File: config.mk
export PLATFORM = sky130hd
export DESIGN_NAME = jtag_tap_multichain
export DESIGN_NICKNAME = d
export VERILOG_FILES = /design/src/rtl/jtag_pkg.sv /design/src/rtl/jtag_tap_fsm.sv /design/src/rtl/jtag_tap_multichain.sv
export SDC_FILE = /design/constraint.sdc
export NUM_CORES = 1
export LEC_CHECK = 0
export BUFFER_PORTS_ARGS = -buffer_cell sky130_fd_sc_hd__buf_4
export CORE_MARGIN = 5
export CORE_UTILIZATION = 55
export CTS_CLUSTER_DIAMETER = 60
export DETAILED_ROUTE_END_ITERATION = 10
export PLACE_DENSITY = 0.76
export RECOVER_POWER = 25
export SYNTH_ARGS = -nofsm -noshare
export SYNTH_HDL_FRONTEND = slang
export SYNTH_HIERARCHICAL = 1
export SYNTH_SLANG_ARGS = --single-unit
File: constraint.sdc
create_clock -name clk -period 2.1 [get_ports clk]
set_input_delay 0.21 -clock clk [delete_from_list [all_inputs] [get_ports clk]]
set_output_delay 0.21 -clock clk [all_outputs]
set_load 0.05 [all_outputs]
File: src/rtl/jtag_pkg.sv
// Shared definitions for the multichain JTAG TAP: state encodings,
// instruction opcodes and a small opcode classification helper.
package jtag_pkg;

  typedef enum logic [3:0] {
    TEST_LOGIC_RESET = 4'hF,
    RUN_TEST_IDLE    = 4'hC,
    SELECT_DR        = 4'h7,
    CAPTURE_DR       = 4'h6,
    SHIFT_DR         = 4'h2,
    EXIT1_DR         = 4'h1,
    PAUSE_DR         = 4'h3,
    EXIT2_DR         = 4'h0,
    UPDATE_DR        = 4'h5,
    SELECT_IR        = 4'h4,
    CAPTURE_IR       = 4'hE,
    SHIFT_IR         = 4'hA,
    EXIT1_IR         = 4'h9,
    PAUSE_IR         = 4'hB,
    EXIT2_IR         = 4'h8,
    UPDATE_IR        = 4'hD
  } tap_state_t;

  localparam logic [2:0] OP_EXTEST         = 3'b000;
  localparam logic [2:0] OP_SAMPLE_PRELOAD = 3'b001;
  localparam logic [2:0] OP_INTEST         = 3'b010;
  localparam logic [2:0] OP_IDCODE         = 3'b011;
  localparam logic [2:0] OP_BYPASS         = 3'b111;

  function automatic logic is_chain_op(input logic [2:0] op);
    return (op == OP_EXTEST) || (op == OP_SAMPLE_PRELOAD) || (op == OP_INTEST);
  endfunction

endpackage

File: src/rtl/jtag_tap_fsm.sv
// IEEE 1149.1 16-state TAP controller state machine, advanced on every
// clk edge by tms_i.
module jtag_tap_fsm
  import jtag_pkg::*;
(
  input  logic       clk,
  input  logic       reset,
  input  logic       tms_i,
  output tap_state_t state_o
);

  tap_state_t state_q, state_d;

  always_ff @(posedge clk) begin
    if (reset) state_q <= TEST_LOGIC_RESET;
    else       state_q <= state_d;
  end

  always_comb begin
    state_d = state_q;
    unique case (state_q)
      TEST_LOGIC_RESET: state_d = tms_i ? TEST_LOGIC_RESET : RUN_TEST_IDLE;
      RUN_TEST_IDLE:    state_d = tms_i ? SELECT_DR        : RUN_TEST_IDLE;
      SELECT_DR:        state_d = tms_i ? SELECT_IR        : CAPTURE_DR;
      CAPTURE_DR:       state_d = tms_i ? EXIT1_DR         : SHIFT_DR;
      SHIFT_DR:         state_d = tms_i ? EXIT1_DR         : SHIFT_DR;
      EXIT1_DR:         state_d = tms_i ? UPDATE_DR        : PAUSE_DR;
      PAUSE_DR:         state_d = tms_i ? EXIT2_DR         : PAUSE_DR;
      EXIT2_DR:         state_d = tms_i ? UPDATE_DR        : SHIFT_DR;
      UPDATE_DR:        state_d = tms_i ? SELECT_DR        : RUN_TEST_IDLE;
      SELECT_IR:        state_d = tms_i ? TEST_LOGIC_RESET : CAPTURE_IR;
      CAPTURE_IR:       state_d = tms_i ? EXIT1_IR         : SHIFT_IR;
      SHIFT_IR:         state_d = tms_i ? EXIT1_IR         : SHIFT_IR;
      EXIT1_IR:         state_d = tms_i ? UPDATE_IR        : PAUSE_IR;
      PAUSE_IR:         state_d = tms_i ? EXIT2_IR         : PAUSE_IR;
      EXIT2_IR:         state_d = tms_i ? UPDATE_IR        : SHIFT_IR;
      UPDATE_IR:        state_d = tms_i ? SELECT_DR        : RUN_TEST_IDLE;
      default:          state_d = TEST_LOGIC_RESET;
    endcase
  end

  always_comb begin
    state_o = state_q;
  end

endmodule

File: src/rtl/jtag_tap_multichain.sv
// JTAG TAP with internal IDCODE/BYPASS registers and strobes/enables for
// CHAIN_NUM external boundary-scan chains, all on a single clock.
module jtag_tap_multichain
  import jtag_pkg::*;
#(
  parameter int          CHAIN_NUM    = 4,
  parameter int          SEL_W        = (CHAIN_NUM > 1) ? $clog2(CHAIN_NUM) : 1,
  parameter int          IR_WIDTH     = SEL_W + 3,
  parameter logic [31:0] IDCODE_VALUE = 32'h1ABC_D001
) (
  input  logic                 clk,
  input  logic                 reset,
  input  logic                 tms_i,
  input  logic                 tdi_i,
  output logic                 tdo_o,
  output logic                 tdo_en_o,
  output logic [3:0]           tap_state_o,
  output logic [IR_WIDTH-1:0]  instr_o,
  output logic [CHAIN_NUM-1:0] chain_en_o,
  output logic                 capture_dr_o,
  output logic                 shift_dr_o,
  output logic                 update_dr_o,
  output logic                 bsc_mode_o,
  output logic                 intest_o,
  input  logic [CHAIN_NUM-1:0] chain_so_i
);

  localparam logic [IR_WIDTH-1:0] INSTR_IDCODE = {{SEL_W{1'b0}}, OP_IDCODE};

  tap_state_t state_q;

  logic [IR_WIDTH-1:0] ir_shift_q, ir_shift_d;
  logic [IR_WIDTH-1:0] instr_q, instr_d;
  logic                bypass_q, bypass_d;
  logic [31:0]         idcode_q, idcode_d;
  logic                bsc_mode_q, bsc_mode_d;
  logic                intest_q, intest_d;

  logic [2:0]       op, new_op;
  logic [SEL_W-1:0] sel, new_sel;
  logic             sel_valid, new_sel_valid;
  logic             chain_active, idcode_sel, bypass_sel, tlr_entry;

  jtag_tap_fsm u_fsm (
    .clk     (clk),
    .reset   (reset),
    .tms_i   (tms_i),
    .state_o (state_q)
  );

  // Decode of the active instruction and of the one about to be updated.
  always_comb begin
    op            = instr_q[2:0];
    sel           = instr_q[IR_WIDTH-1:3];
    new_op        = ir_shift_q[2:0];
    new_sel       = ir_shift_q[IR_WIDTH-1:3];
    sel_valid     = ({1'b0, sel} < (SEL_W+1)'(CHAIN_NUM));
    new_sel_valid = ({1'b0, new_sel} < (SEL_W+1)'(CHAIN_NUM));
    chain_active  = is_chain_op(op) && sel_valid;
    idcode_sel    = (op == OP_IDCODE);
    bypass_sel    = !chain_active && !idcode_sel;
    tlr_entry     = (state_q == TEST_LOGIC_RESET) || ((state_q == SELECT_IR) && tms_i);
  end

  always_comb begin
    ir_shift_d = ir_shift_q;
    instr_d    = instr_q;
    bypass_d   = bypass_q;
    idcode_d   = idcode_q;
    bsc_mode_d = bsc_mode_q;
    intest_d   = intest_q;
    case (state_q)
      CAPTURE_IR: ir_shift_d = IR_WIDTH'(2'b01);
      SHIFT_IR:   ir_shift_d = {tdi_i, ir_shift_q[IR_WIDTH-1:1]};
      UPDATE_IR: begin
        instr_d    = ir_shift_q;
        bsc_mode_d = new_sel_valid && ((new_op == OP_EXTEST) || (new_op == OP_INTEST));
        intest_d   = new_sel_valid && (new_op == OP_INTEST);
      end
      CAPTURE_DR: begin
        if (idcode_sel) idcode_d = IDCODE_VALUE;
        if (bypass_sel) bypass_d = 1'b0;
      end
      SHIFT_DR: begin
        if (idcode_sel) idcode_d = {tdi_i, idcode_q[31:1]};
        if (bypass_sel) bypass_d = tdi_i;
      end
      default: ;
    endcase
    // Entering or sitting in Test-Logic-Reset forces IDCODE and drops cell mode.
    if (tlr_entry) begin
      instr_d    = INSTR_IDCODE;
      bsc_mode_d = 1'b0;
      intest_d   = 1'b0;
    end
  end

  always_ff @(posedge clk) begin
    if (reset) begin
      ir_shift_q <= '0;
      instr_q    <= INSTR_IDCODE;
      bypass_q   <= 1'b0;
      idcode_q   <= IDCODE_VALUE;
      bsc_mode_q <= 1'b0;
      intest_q   <= 1'b0;
    end else begin
      ir_shift_q <= ir_shift_d;
      instr_q    <= instr_d;
      bypass_q   <= bypass_d;
      idcode_q   <= idcode_d;
      bsc_mode_q <= bsc_mode_d;
      intest_q   <= intest_d;
    end
  end

  always_comb begin
    tap_state_o  = state_q;
    instr_o      = instr_q;
    bsc_mode_o   = bsc_mode_q;
    intest_o     = intest_q;
    capture_dr_o = chain_active && (state_q == CAPTURE_DR);
    shift_dr_o   = chain_active && (state_q == SHIFT_DR);
    update_dr_o  = chain_active && (state_q == UPDATE_DR);
    chain_en_o   = chain_active ? (CHAIN_NUM'(1) << sel) : '0;
    tdo_en_o     = (state_q == SHIFT_IR) || (state_q == SHIFT_DR);
    tdo_o        = 1'b0;
    if (state_q == SHIFT_IR) begin
      tdo_o = ir_shift_q[0];
    end else if (state_q == SHIFT_DR) begin
      if (chain_active)    tdo_o = chain_so_i[sel];
      else if (idcode_sel) tdo_o = idcode_q[0];
      else                 tdo_o = bypass_q;
    end
  end

endmodule

==> results.ini <==
[flow_run]
maxCapViolations=0

[synth]
syn_area_per_cell_um2=8.77
synth_common_cells=dfxtp_1 (49), a21oi_1 (39), o21ai_0 (27)
ys_async_sr_fraction_pct=0
yosysTopAreaCell=dfxtp_1
synthMostInstantiatedCell=dfxtp_1
ys.flop_type=dfxtp_1
syn-num-nets=263
synth_cells=255
ys_warn_count=6
synth_area_mm2=0.00224
yosysSeqAreaShare_pct=43.8
synthDominantCellAreaShare_pct=43.8
synth.ff_latch_count=49
synth-edff-count=0
ys_types=44
ys_top_cells_by_area=dfxtp_1 (44%), a21oi_1 (8.7%), o21ai_0 (6.0%)

[floorplanning]
die_width_um=73.8
dieArea_mm2=0.00544
dieHeight_um=73.8
io_pins=28
core_mm2=0.00397
row_count=23
start_util_pct=56.3

[grt]
grt_pass1_vias=1791
grt_max_degree=37
grt_pass1_wl_mm=8.73
grt.overflow.total=0
antenna_found_initial=0
grtUsageTotal_pct=20.2

[hold_path]
hp-class=input port to flop
whs_path_depth=2

[timing]
slew_headroom_pct=60.3
finClkSkew_ns=0.00873
hold_slack_ns=0.194
hold_viol=0
min_period_over_period_pct=93.8
totalNegativeSetupSlack_ns=0
clock.fmax_mhz=508
period_needed_ns=1.97
rsz0062_at_grt=no
slew_violations=0
setup_violations=0
worstMarginPinSlew_ns=0.598

[placement]
place_congestion=0.756
dp_hpwl_mm=3.27
port_buffers=27

[setup_path]
start_kind=flop
arrival_ns=1.76
cp_data_required_time_ns=1.89
rr_worst_depth=3
end_kind=output port
rrSetupSlack_ns=0.41
crit_fanout=7
path_class=flop to output port

[clocking]
clock_latency_ns=0.31
htree_num_levels=2
clkSlewWorstSetupHoldPaths_ns=0.09
cts.path.max_buffers=2
hold_buffers=0
cts_resized=0
cts_num_sinks=49
cts_tree=done
cts_setup_buffers=0
ctsRootBufferMaster=clkbuf_8
cts_made_buffers=5

[routing]
postRouteAntennaNets=0
drt-wirelength-per-cell_um=15.7
num_vias=2022
drc_errors=0
drtPass1Iterations=4
viasPerCell=6.24
drt-initial-drc-count=199
routed_wl_mm=5.10

[pwr]
ir_drop_mv=0.530
p_leak_nw=0.901
powerDensity_mw_per_mm2=788

[cells_and_area]
drive_above_1_share_pct=20.4
area.growth.synth_to_final_pct=14.3
diodes=0
fin_util_pct=64.4
final_net_count=281
n_fill_cell=356

[run_status]
status=finished clean

-- report_power, final --
part           internal, W  switching, W
logic             0.000133      0.000341
clock network     0.000237      0.000320
registers         0.000953     0.0000320
-- sequential cells by signal, indices dropped and copies added (netlist names) --
| signal | count |
|---|---|
| idcode_q | 32 |
| instr_o | 5 |
| ir_shift_q | 5 |
| u_fsm/state_o | 4 |
| bsc_mode_o | 1 |
| bypass_q | 1 |
| intest_o | 1 |
-- per-layer routing --
metal  GRT usage, %  wire length (um)  up-vias
li1               -                 -      984
met1           28.2              2310      989
met2           31.4              2470       43
met3           3.01               268        6
met4           7.24                53        0
met5              0                 0        -
-- area by class of cell --
class / instances / area (um^2) / area share [%]
well taps: 50 / 62.6 / 2.45
multi-input cells: 177 / 1170 / 45.6
flip-flops and latches: 49 / 983 / 38.5
clock buffers: 5 / 68.8 / 2.69
inverters: 4 / 15.0 / 0.587
clock inverters: 3 / 21.3 / 0.832
repair buffers: 36 / 240 / 9.39
-- cells in the final DEF (no fill, tap or decap), types with 2 or more instances in the layout --
cell type	synthesis	final
a21oi_1	39	39
dfxtp_2	0	2
o211ai_1	2	2
o21ai_1	9	8
inv_1	4	4
nand3_1	9	9
nand4_1	19	19
nand2_1	11	11
nand3b_1	2	2
nor3_1	8	7
mux2i_1	5	5
nor3b_2	1	2
dfxtp_1	49	47
and3_1	2	2
clkbuf_1	12	8
nor4_1	5	5
nor4_2	6	6
buf_4	1	28
o21ai_0	27	27
and3b_1	2	2
nor2_1	6	5
clkbuf_8	0	5
-- cell families (layout without fill, tap and decap cells) --
family | count (synthesis) | in the layout | synth area share, %
compound gates | 86 | 86 | 21.0
mux | 6 | 6 | 3.24
buf+inv | 29 | 48 | 6.54
flops | 49 | 49 | 43.8
simple gates | 85 | 85 | 25.3
-- path summary, 6_finish.rpt --
path / from / endpoint
worst max-delay path: instr_o[3] / tdo_o
worst min-delay path: tms_i / u_fsm/state_o[0]
worst max register to register: u_fsm/state_o[2] / intest_o
worst min register to register: idcode_q[11] / idcode_q[10]
-- critical path, cell delays in order (launching register included) --
cell and delay [ns]:
dfxtp_1 0.47, mux4_2 0.55, nor2_1 0.18, o21ai_4 0.06
buf_4 0.19
-- through the flow --
step / cells / power [W] / setup WS, ns / cell area, um^2
6_report: 324 / 0.00202 / 0.131 / 2560
5_1_grt: 324 / 0.00210 / 0.0362 / 2560
4_1_cts: 324 / 0.00203 / 0.105 / 2590
3_5_place_dp: 316 / 0.00148 / 0.439 / 2500
3_3_place_gp: 316 / 0.00148 / 0.465 / 2500
2_1_floorplan: 255 / 0.00136 / -0.0411 / 2290
(Power assumes the default switching activity.)
